### config.mk
export PLATFORM = sky130hd
export DESIGN_NAME = maxpool2x2_stream
export DESIGN_NICKNAME = d
export VERILOG_FILES = /design/src/rtl/conv_pkg.sv /design/src/rtl/pool_line_buf.sv /design/src/rtl/maxpool2x2_stream.sv
export SDC_FILE = /design/constraint.sdc
export NUM_CORES = 1
export LEC_CHECK = 0
export CAP_MARGIN = 30
export CORE_UTILIZATION = 65
export DETAILED_ROUTE_END_ITERATION = 6
export DONT_BUFFER_PORTS = 1
export MAX_ROUTING_LAYER = met4
export PLACE_DENSITY = 0.88
export SLEW_MARGIN = 0
export SYNTH_ARGS = -nofsm -noshare
export SYNTH_HDL_FRONTEND = slang
export SYNTH_SLANG_ARGS = --single-unit
### constraint.sdc
create_clock -name clk -period 10 [get_ports clk]
set_input_delay 2 -clock clk [delete_from_list [all_inputs] [get_ports clk]]
set_output_delay 2 -clock clk [all_outputs]
set_load 0.03 [all_outputs]
### src/rtl/conv_pkg.sv
// Shared conv-pipeline definitions: conv output size helper, sample type,
// and the pooling stage FSM encoding.
package conv_pkg;

  // Default sample width of the conv pipeline.
  localparam int DATA_W = 16;

  // Conv layer geometry feeding the pooling stage.
  localparam int IFM_SIZE    = 7;
  localparam int KERNEL_SIZE = 3;
  localparam int CONV_STRIDE = 1;
  localparam int CONV_PAD    = 0;

  // Signed two's complement sample at the default pipeline width.
  typedef logic signed [DATA_W-1:0] data_t;

  // Pooling stage frame sequencing.
  typedef enum logic [1:0] {
    ST_IDLE  = 2'd0,
    ST_READ  = 2'd1,
    ST_DRAIN = 2'd2,
    ST_DONE  = 2'd3
  } state_e;

  // Side length of the conv output map for a given input side, kernel,
  // stride and padding.
  function automatic int conv_out_size(input int ifm, input int k,
                                       input int s, input int p);
    return (ifm - k + 2 * p) / s + 1;
  endfunction

  // Side length of the map the pooling stage drains.
  localparam int CONV_DEPTH = conv_out_size(IFM_SIZE, KERNEL_SIZE,
                                            CONV_STRIDE, CONV_PAD);

endpackage

### src/rtl/pool_line_buf.sv
// Holds one horizontally-pooled value per output column while the next
// input row is streamed in. One write port, one combinational read port.
module pool_line_buf #(
  parameter int DATA_WIDTH = 16,
  parameter int DEPTH      = 2,
  parameter int AW         = 1
) (
  input  logic                  clk,
  input  logic                  we,
  input  logic [AW-1:0]         waddr,
  input  logic [DATA_WIDTH-1:0] wdata,
  input  logic [AW-1:0]         raddr,
  output logic [DATA_WIDTH-1:0] rdata
);

  logic [DATA_WIDTH-1:0] mem_q [DEPTH];
  logic [DATA_WIDTH-1:0] mem_d [DEPTH];

  // Next contents: update the addressed entry on a write, hold otherwise.
  always_comb begin
    mem_d = mem_q;
    if (we && (int'(waddr) < DEPTH)) begin
      mem_d[waddr] = wdata;
    end else begin
      mem_d = mem_q;
    end
  end

  // Storage registers; contents are meaningless until written, so no reset.
  always_ff @(posedge clk) begin
    mem_q <= mem_d;
  end

  assign rdata = (int'(raddr) < DEPTH) ? mem_q[raddr] : '0;

endmodule

### src/rtl/maxpool2x2_stream.sv
// Streaming 2x2 stride-2 max pooling. Drains an FM_SIZE x FM_SIZE map from
// a 1-cycle-latency buffer in raster order and emits the pooled map in
// raster order. Odd last row/column is read and discarded.
// Build option: define MAXPOOL_RELU_EN to clamp negative pooled results
// to zero (fused ReLU); timing is unchanged.
module maxpool2x2_stream
  import conv_pkg::*;
#(
  parameter int DATA_WIDTH = DATA_W,
  parameter int FM_SIZE    = CONV_DEPTH
) (
  input  logic                  clk,
  input  logic                  rst,
  input  logic                  start,
  output logic                  rd_req,
  input  logic [DATA_WIDTH-1:0] d_in,
  output logic [DATA_WIDTH-1:0] d_out,
  output logic                  out_valid,
  output logic                  busy,
  output logic                  frame_done
);

  localparam int POOL_SIZE = FM_SIZE / 2;
  localparam int CW        = $clog2(FM_SIZE);
  localparam int NW        = $clog2(FM_SIZE * FM_SIZE);
  localparam int AW        = (POOL_SIZE > 1) ? $clog2(POOL_SIZE) : 1;
  localparam logic [CW-1:0] C_LAST = CW'(FM_SIZE - 1);
  localparam logic [NW-1:0] N_LAST = NW'(FM_SIZE * FM_SIZE - 1);
  localparam bit FM_ODD = ((FM_SIZE % 2) == 1);

  typedef logic signed [DATA_WIDTH-1:0] sample_t;

  // Signed maximum at full width.
  function automatic sample_t smax(input sample_t a, input sample_t b);
    return (a > b) ? a : b;
  endfunction

  // Post-processing applied to each pooled result before it is registered.
  function automatic sample_t pool_post(input sample_t v);
`ifdef MAXPOOL_RELU_EN
    return v[DATA_WIDTH-1] ? sample_t'('0) : v;
`else
    return v;
`endif
  endfunction

  state_e        state_q, state_d;
  logic          rd_req_q, rd_req_d;
  logic [NW-1:0] rd_cnt_q, rd_cnt_d;
  logic          vld_q, vld_d;
  logic [CW-1:0] r_q, r_d;
  logic [CW-1:0] c_q, c_d;
  sample_t       pair_q, pair_d;
  sample_t       d_out_q, d_out_d;
  logic          out_valid_q, out_valid_d;
  logic          busy_q, busy_d;
  logic          frame_done_q, frame_done_d;

  sample_t                d_in_s;
  logic                   last_beat_s;
  logic                   in_win_s;
  logic                   lb_we_s;
  logic [AW-1:0]          lb_addr_s;
  logic [DATA_WIDTH-1:0]  lb_wdata_s;
  logic [DATA_WIDTH-1:0]  lb_rdata_s;

  assign d_in_s      = sample_t'(d_in);
  assign last_beat_s = vld_q && (r_q == C_LAST) && (c_q == C_LAST);
  assign in_win_s    = !(FM_ODD && ((r_q == C_LAST) || (c_q == C_LAST)));
  assign lb_addr_s   = AW'(c_q >> 1);

  // Frame sequencing: issue exactly FM_SIZE^2 reads, then wait for the last beat.
  always_comb begin
    state_d      = state_q;
    rd_req_d     = rd_req_q;
    rd_cnt_d     = rd_cnt_q;
    frame_done_d = 1'b0;
    case (state_q)
      ST_IDLE: begin
        if (start) begin
          state_d  = ST_READ;
          rd_req_d = 1'b1;
          rd_cnt_d = '0;
        end else begin
          state_d = ST_IDLE;
        end
      end
      ST_READ: begin
        if (rd_cnt_q == N_LAST) begin
          state_d  = ST_DRAIN;
          rd_req_d = 1'b0;
        end else begin
          rd_cnt_d = rd_cnt_q + 1'b1;
        end
      end
      ST_DRAIN: begin
        if (last_beat_s) begin
          state_d      = ST_DONE;
          frame_done_d = 1'b1;
        end else begin
          state_d = ST_DRAIN;
        end
      end
      ST_DONE: begin
        state_d = ST_IDLE;
      end
      default: begin
        state_d  = ST_IDLE;
        rd_req_d = 1'b0;
      end
    endcase
    busy_d = (state_d != ST_IDLE);
  end

  // Beat tracking: data follows each read by one cycle; row/col advance per beat.
  always_comb begin
    vld_d = rd_req_q;
    r_d   = r_q;
    c_d   = c_q;
    if (vld_q) begin
      if (c_q == C_LAST) begin
        c_d = '0;
        r_d = (r_q == C_LAST) ? '0 : (r_q + 1'b1);
      end else begin
        c_d = c_q + 1'b1;
      end
    end else begin
      c_d = c_q;
    end
  end

  // Pooling datapath: horizontal pair on even rows is stashed per column pair,
  // then combined with the odd row to finish each 2x2 window.
  always_comb begin
    pair_d      = pair_q;
    lb_we_s     = 1'b0;
    lb_wdata_s  = smax(pair_q, d_in_s);
    out_valid_d = 1'b0;
    d_out_d     = d_out_q;
    if (vld_q && in_win_s) begin
      case ({r_q[0], c_q[0]})
        2'b00: pair_d = d_in_s;
        2'b01: lb_we_s = 1'b1;
        2'b10: pair_d = smax(sample_t'(lb_rdata_s), d_in_s);
        2'b11: begin
          out_valid_d = 1'b1;
          d_out_d     = pool_post(smax(pair_q, d_in_s));
        end
        default: pair_d = pair_q;
      endcase
    end else begin
      pair_d = pair_q;
    end
  end

  // State and output registers with synchronous reset.
  always_ff @(posedge clk) begin
    if (rst) begin
      state_q      <= ST_IDLE;
      rd_req_q     <= 1'b0;
      rd_cnt_q     <= '0;
      vld_q        <= 1'b0;
      r_q          <= '0;
      c_q          <= '0;
      pair_q       <= '0;
      d_out_q      <= '0;
      out_valid_q  <= 1'b0;
      busy_q       <= 1'b0;
      frame_done_q <= 1'b0;
    end else begin
      state_q      <= state_d;
      rd_req_q     <= rd_req_d;
      rd_cnt_q     <= rd_cnt_d;
      vld_q        <= vld_d;
      r_q          <= r_d;
      c_q          <= c_d;
      pair_q       <= pair_d;
      d_out_q      <= d_out_d;
      out_valid_q  <= out_valid_d;
      busy_q       <= busy_d;
      frame_done_q <= frame_done_d;
    end
  end

  pool_line_buf #(
    .DATA_WIDTH(DATA_WIDTH),
    .DEPTH     (POOL_SIZE),
    .AW        (AW)
  ) u_line_buf (
    .clk  (clk),
    .we   (lb_we_s),
    .waddr(lb_addr_s),
    .wdata(lb_wdata_s),
    .raddr(lb_addr_s),
    .rdata(lb_rdata_s)
  );

  assign rd_req     = rd_req_q;
  assign d_out      = d_out_q;
  assign out_valid  = out_valid_q;
  assign busy       = busy_q;
  assign frame_done = frame_done_q;

endmodule
## Word-level counts from Yosys, hierarchy flattened

Cells that the tools add are included.

| word-level totals | value |
|---|---|
| bits in registers | 82 |
| input port bits | 19 |
| output and inout bits | 20 |
| logic and storage cells | 78 |

| cells by class | value |
|---|---|
| add/subtract/negate cells | 3 |
| magnitude comparators | 4 |
| equal/unequal tests | 12 |
| multiplexer cells | 25 |
| bitwise gates (word level) | 3 |
| reduce and logical (&&, ||, !) cells | 18 |

Operators by type and width:

| kind | count |
|---|---|
| 16-bit two-way mux | 6 |
| 32-bit bitwise mux | 1 |
| 16-bit > comparator | 2 |
| 16-bit one-hot mux with 2 select lines | 1 |
| 16-bit demux with 1-bit select | 1 |
| 5-bit two-way mux | 2 |
| 5-bit one-hot mux with 2 select lines | 1 |
| 2-bit equality test (second input constant) | 4 |
| 1-bit two-way mux | 8 |
| 2-bit one-hot mux with 4 select lines | 1 |
| 3-bit by 1-bit adder with 3-bit output (second input constant) | 2 |
| 3-bit equality test (second input constant) | 2 |
| 3-bit two-way mux | 2 |
| 2-bit != test (second input constant) | 3 |
| 2-bit AND reduction | 3 |
| 3-bit AND reduction | 2 |
| 2-bit nonzero test | 3 |
| 5-bit by 1-bit adder with 5-bit output (second input constant) | 1 |
| 5-bit equality test (second input constant) | 1 |
| 2-bit by 1-bit equality test with 1-bit output (second input constant) | 2 |
| 1-bit logical AND | 4 |
| 2-bit zero test | 2 |
| 2-bit OR reduction | 2 |
| 2-bit >= comparator (second input constant) | 1 |
| other kinds (7) | 8 |

## Logic depth before layout (Yosys ltp)

| logic depth | value |
|---|---|
| depth after elaboration | 7 |
| depth in mapped cells | 11 |
| depth with buffers taken out | 8 |

## Modules after synthesis

A second synthesis with hierarchy kept.

| unflattened totals | value |
|---|---|
| cells, all modules | 404 |
| area total of the unflattened synthesis | 4342.9 um^2 |

Modules (own cells, without submodules):

| module | instances | cells an instance | area an instance (um^2) |
|---|---|---|---|
| maxpool2x2_stream | 1 | 352 | 3120.5 |
| pool_line_buf | 1 | 52 | 1222.4 |

## Worst setup path after synthesis

Ideal clock, no wire load.

| path | value |
|---|---|
| kind | input to register |
| start | input port d_in[13] |
| end | register u_line_buf.mem_q[0] (netlist bit), data pin |
| library setup time | 262 ps |
| arrival | 3957 ps |
| setup slack | 5781 ps |
| stages | 10 |
| path buffers | 2 |
| cell sequence | inv_1 -> ha_1 -> and4_2 -> nand4_4 -> o211a_1 -> buf_2 -> a221o_1 -> buf_6 -> a32oi_1 -> inv_1 |

| between the ends | value |
|---|---|
| word-level cells in the longest chain between the ends | 3 |

RTL lines:

| item | line | source |
|---|---|---|
| start: declaration | maxpool2x2_stream.sv:16 | `input logic [DATA_WIDTH-1:0] d_in,` |
| 16-bit > comparator | maxpool2x2_stream.sv:35 | `return (a > b) ? a : b;` |
| 16-bit two-way mux | maxpool2x2_stream.sv:35 |  |
| named net lb_wdata_s[0] | maxpool2x2_stream.sv:64 | `logic [DATA_WIDTH-1:0] lb_wdata_s;` |
| 32-bit bitwise mux | pool_line_buf.sv:23 | `mem_d[waddr] = wdata;` |
| end signal: assignment | pool_line_buf.sv:31 | `mem_q <= mem_d;` |
| end: declaration | pool_line_buf.sv:16 | `logic [DATA_WIDTH-1:0] mem_q [DEPTH];` |

The timed path passes the listed nets, and every way through them passes these cells.
A chain may end at the register's enable or synchronous reset.

## Worst setup path after layout

| path | value |
|---|---|
| start | input port d_in[6] |
| end | register u_line_buf.mem_q[0] (netlist bit), data pin |

The elaborated chain is that of the path after synthesis.

==> key figures <==
Status
  • Status: complete, no violations

Synth
  • Cells after Synth: 470
  • Syn Nets: 527
  • Seq/Total Area, Yosys: 42.5%
  • Post-synth top flop: dfxtp_1
  • Post-synth EDFFs: 32
  • Yosys reg bits: 82
  • Distinct cell type count after synthesis: 51
  • Syn_area_per_cell: 9.82 sq um
  • Yosys warnings: 0
  • Post-synthesis cell area: 4620 sq um
  • Ys async rst share: 0%

Die
  • Die width: 86.3 um
  • Ports: 39
  • Row cnt: 30
  • Core region area: 6830 sq um
  • Die area: 7440 sq um
  • Die Ht: 86.3 um
  • Initial cell density of the core: 67.6%

Critical path
  • CP Capture Type: flop
  • Crit Path Category: input port to flop
  • CP Data Arrival Time: 4900 ps
  • Worst reg-to-reg setup slack: 5620 ps
  • Critical Path RT: 10100 ps
  • Crit start category: input port
  • Crit Path Max Fanout: 19

Global route
  • All-layer global routing usage: 33.8%
  • Grt ovf: 0
  • Pin count of the biggest net entering global routing: 49
  • First-pass GRT wire length: 18500 um
  • Initial antenna violation count: 0
  • Vias in the first global route: 3603

Placement
  • Post-placement cell area: 4660 sq um
  • Routability Congestion: 0.956
  • Dpl cells: 540
  • I/O Buffers: 0
  • Detailed Place HPWL: 7920 um

Cells and area
  • Area of the multi-input gates: 2360 sq um
  • Final Non-Filler Cells: 556
  • Most common cell after layout, fill and taps aside: dfxtp_1
  • Antenna Cells: 0
  • Fin area: 4860 sq um
  • Layout cell share with drive strength beyond 1: 10.2%
  • Synth-to-Final Area Change: 5.23%
  • Nets@finish: 512
  • Final core occ: 71.1%
  • Register area: 1960 sq um
  • Most frequent cells in the layout: dfxtp_1 (50), inv_1 (45), ha_1 (38), edfxtp_1 (32), nor2_1 (28)
  • Fillers: 508

Clock network
  • Cts hold-fix bufs: 0
  • CTS sink cnt: 82
  • Clock Latency Late Sink: 360 ps
  • Clk root buf: clkbuf_8
  • CTS tree: yes
  • CTS Buf Count: 9
  • CTS H-tree depth: 3
  • Post_cts resized: 0
  • Worst-path clk slew: 80 ps
  • Setup Fix Bufs, Post-CTS: 0
  • Longest Clk Path Bufs: 2

Power and ir drop
  • Peak supply drop: 0.124 mV
  • Leak Pwr: 0.00185 uW
  • Power per Cell Area: 142 nW/um^2

Routing
  • DRT antenna net count: 0
  • Final wirelength: 11600 um
  • Vias per cell: 6.83
  • Vias: 3797
  • DR pass1 iterations: 5
  • DRC: 0
  • Routed len/inst: 20.8 um
  • DRT iter0 DRCs: 359

STA
  • Fin crit share: 48.0%
  • Slew headroom: 30.4%
  • RSZ-0062 raised after global routing: no
  • Min cycle time layout: 4800 ps
  • Final hold violation count: 0
  • Worst-Margin Slew: 1040 ps
  • Post-Route Skew: 10.1 ps
  • Total negative slack: 0 ps
  • Worst Hold Slack: 524 ps
  • Final setup violation count: 0
  • Max Slew Vio Count: 0
  • Fmax: 208 MHz

Worst hold path
  • Hold Crit Class: flop to flop

Run
  • Max Cap Viol: 0
cell families after synthesis:
kind of cell	synth area share, %
AOI/OAI and AO/OA	22.5
xor gates and xnor gates	0.948
adders and majority gates	10.3
buffers and inverters	6.67
DFF	42.5
muxes	4.31
and+or+nand+nor	12.8
worst paths after layout:
check,start,end,cells after the start
min,rd_cnt_q[1],rd_cnt_q[1],2
max,d_in[6],u_line_buf.mem_q[0],8
min reg2reg,rd_cnt_q[1],rd_cnt_q[1],2
max reg2reg,c_q[1],pair_q[4],8
area by class of cell:
type | count | area share, %
timing repair buffer | 5 | 0.927
tap | 96 | 2.47
clock buffer | 9 | 2.55
multi-input combinational | 311 | 48.6
inverter | 46 | 3.55
clock inverter | 7 | 1.55
sequential | 82 | 40.4
power breakdown:
group | internal [uW] | total, uW | switching (uW)
Combinational | 28.5 | 79.2 | 50.7
Sequential | 356 | 365 | 8.69
Clock | 118 | 244 | 126
Total | 502 | 688 | 186
per-layer routing:
layer | wire, um | global-route usage (%) | up-vias
met3 | 1090 | 8.19 | 25
met1 | 4970 | 44.1 | 1846
met2 | 5300 | 51.5 | 173
met5 | 0 | - | -
met4 | 210 | 12.3 | 0
li1 | - | - | 1753
critical path, stage by stage:
cell and delay [ps]:
inv_1 50, ha_1 320, and4_1 250, nor2b_1 170, o311ai_4 660, nand4b_1 800, a32oi_1 550, inv_1 90
Yosys cell counts (all sizes together) (17+ instances only):
master	n	area share, %
dfxtp	50	22
inv	45	3.7
ha	38	10
edfxtp	32	21
nor2	29	2.4
nand2	26	2.1
clkbuf	25	2.0
o21ai	24	2.6
nand3	19	2.1
a211oi	17	2.9
through the flow:
step                power [uW]  setup slack [ps]
detailed placement         448              4930
finish                     688              5200
CTS                        690              5300
global route               713              5080
global placement           444              4970
floorplan                  432              5780
state kept, by name, summed over array words and instances (netlist names):
name and flops:
d_out 16, busy 1, out_valid 1, pair_q 16, rd_cnt_q 5, c_q 3
rd_req 1, u_line_buf.mem_q 32, r_q 3, frame_done 1, state_q 2, vld_q 1
Power figures use the tool's default switching activity.
==> RTL edit: new RTL, same settings <==
Add a define of `MAXPOOL_RELU_EN`.
--- a/src/rtl/maxpool2x2_stream.sv
+++ b/src/rtl/maxpool2x2_stream.sv
@@ -3,6 +3,8 @@
 // raster order. Odd last row/column is read and discarded.
 // Build option: define MAXPOOL_RELU_EN to clamp negative pooled results
 // to zero (fused ReLU); timing is unchanged.
+`define MAXPOOL_RELU_EN
+
 module maxpool2x2_stream
   import conv_pkg::*;
 #(
Formal check against the unedited RTL: not equivalent (Yosys sat finds a counterexample within 10 cycles, from zero or initial values and one cycle with rst high).
==> RTL edit against the unedited design <==
Non-clock buffer count did not move. Largest power group unchanged. Combinational power fell by 14%. Synthesized area is 1.1% lower. Hold slack worse by 0.032 ns. Sequential cell count fell by 1. Final area shrank 1.5%. Critical path type unchanged. Setup slack better by 0.40 ns. Count of clock-buffer cells in the layout is 3 higher. Final cell count down 6.1%. First-iteration DRC count is 18% lower. Total power fell by 8.2%. Register-to-register slack better by 0.69 ns. Routed wire length decreased by 14%.
==> RTL edit: results (changes against the unedited design) <==
<table>
<tr><th>Metric</th><th>Value</th></tr>
<tr><th colspan="2">Worst setup path</th></tr>
<tr><td>Largest fanout of any net on the critical path</td><td>16 (-3)</td></tr>
<tr><td>Crit path from</td><td>d_in[11]</td></tr>
<tr><td>Critical path capture point</td><td>u_line_buf.mem_q[24]</td></tr>
<tr><td>End of the worst register-to-register path</td><td>pair_q[6]</td></tr>
<tr><td>Worst EP arrival</td><td>4.51 ns (-0.39 ns)</td></tr>
<tr><td>R2r worst-path depth</td><td>9 (+1)</td></tr>
<tr><th colspan="2">Yosys</th></tr>
<tr><td>Cell types with the largest area share after synthesis</td><td>sky130_fd_sc_hd__dfxtp_1, sky130_fd_sc_hd__edfxtp_1, sky130_fd_sc_hd__ha_1</td></tr>
<tr><td>Average cell area after synthesis</td><td>10.6 sq um (+8.4%)</td></tr>
<tr><td>Top cells by count, synth</td><td>sky130_fd_sc_hd__dfxtp_1, sky130_fd_sc_hd__ha_1, sky130_fd_sc_hd__edfxtp_1</td></tr>
<tr><th colspan="2">Final layout</th></tr>
<tr><td>Final Non-Filler Cells</td><td>522 (-6.1%)</td></tr>
<tr><td>Share of final-layout standard cells stronger than drive strength 1</td><td>15.5% (+5.3 points)</td></tr>
<tr><td>Layout net count</td><td>477 (-6.8%)</td></tr>
<tr><th colspan="2">GRT</th></tr>
<tr><td>Total routing usage reported by global routing</td><td>29.3% (-4.5 points)</td></tr>
<tr><td>Via count of the first global-routing pass</td><td>3,286 (-8.8%)</td></tr>
<tr><td>Pin count of the biggest net entering global routing</td><td>67 (+37%)</td></tr>
<tr><td>Antenna violations before repair</td><td>1 (+1)</td></tr>
<tr><th colspan="2">Place</th></tr>
<tr><td>Weighted congestion at the end of routability-driven global placement</td><td>0.891 (-6.9%)</td></tr>
<tr><td>Placement Cell Area</td><td>4630 sq um (-0.70%)</td></tr>
<tr><td>Placement Setup Slack</td><td>5.18 ns (+0.248 ns)</td></tr>
<tr><th colspan="2">Pwr</th></tr>
<tr><td>Worst IR Drop VDD</td><td>0.000108 V (-13%)</td></tr>
<tr><td>Internal power component</td><td>0.470 mW (-6.3%)</td></tr>
<tr><td>Pleak</td><td>1.85 nW (about the same)</td></tr>
<tr><th colspan="2">Routing</th></tr>
<tr><td>Number of DRC markers in iteration 0</td><td>293 (-18%)</td></tr>
<tr><td>Drt pass-1 iters</td><td>4 (-1)</td></tr>
<tr><td>Wire length after detailed routing</td><td>9920 um (-14%)</td></tr>
<tr><th colspan="2">Status</th></tr>
<tr><td>Outcome</td><td>finished clean</td></tr>
</table>
## RTL edit: cell types whose count changed in the layout (fill, tap and decap cells not counted), sizes merged, moves of 17 or more
cell,delta
a31o,+17
nand3b,+17
inv,-22
o21ai,-20
## RTL edit: layer usage
layer  global-route usage, %  part of all wire, %
met3                    6.93                  7.3
met4                    9.09                  1.3
met2                    47.0                   49
met5                       -                    0
met1                    37.0                   42
## RTL edit: cells by family after synthesis
group                      after synthesis  share of synthesized area (%)
AOI/OAI and AO/OA                       83                           14.7
other                                    1                         0.0821
muxes                                   34                           8.30
DFF                                     81                           42.5
buffers and inverters                   50                           4.93
and+or+nand+nor                        138                           18.2
adders and majority gates               38                           10.4
xor gates and xnor gates                 4                          0.767
## RTL edit: critical path, stage by stage
cell	delay [ns]
sky130_fd_sc_hd__inv_1	0.05
sky130_fd_sc_hd__ha_1	0.31
sky130_fd_sc_hd__a21o_1	0.18
sky130_fd_sc_hd__a21oi_1	0.14
sky130_fd_sc_hd__o2111ai_1	0.15
sky130_fd_sc_hd__or4_4	0.57
sky130_fd_sc_hd__nand3_1	0.67
sky130_fd_sc_hd__mux2_2	0.43
## RTL edit: cell type report
type	count	area [sq um]	share of cell area [%]
multi-input cells	298	2410	50.4
flip-flops and latches	81	1940	40.6
clock buffers	12	135	2.82
well taps	96	120	2.51
inverters	25	93.8	1.96
repair buffers	5	61.3	1.28
clock inverters	4	21.3	0.444
diodes	1	2.50	0.0523
## RTL edit: stage by stage
stage               util (%)  power, mW
finish                  70.4      0.631
global route            70.4      0.654
CTS                     70.4      0.633
detailed placement      68.1      0.433
global placement        67.5      0.428
floorplan                  -      0.420
## RTL edit: worst min path at each step
stage,cells past startpoint,to,startpoint,slack [ns]
3_5_place_dp,2,r_q[2],r_q[2],0.48
5_1_grt,2,r_q[2],r_q[2],0.51
4_1_cts,2,r_q[2],r_q[2],0.50
3_3_place_gp,2,r_q[2],r_q[2],0.47
6_report,2,r_q[2],r_q[2],0.49
2_1_floorplan,2,r_q[2],r_q[2],0.46
## RTL edit: power groups by stage
stage	combinational [mW]	sequential [mW]	clock [mW]
floorplan	0.0566	0.363	0
global placement	0.0625	0.366	0
detailed placement	0.0674	0.365	0
CTS	0.0678	0.358	0.207
global route	0.0752	0.359	0.220
finish	0.0682	0.358	0.205
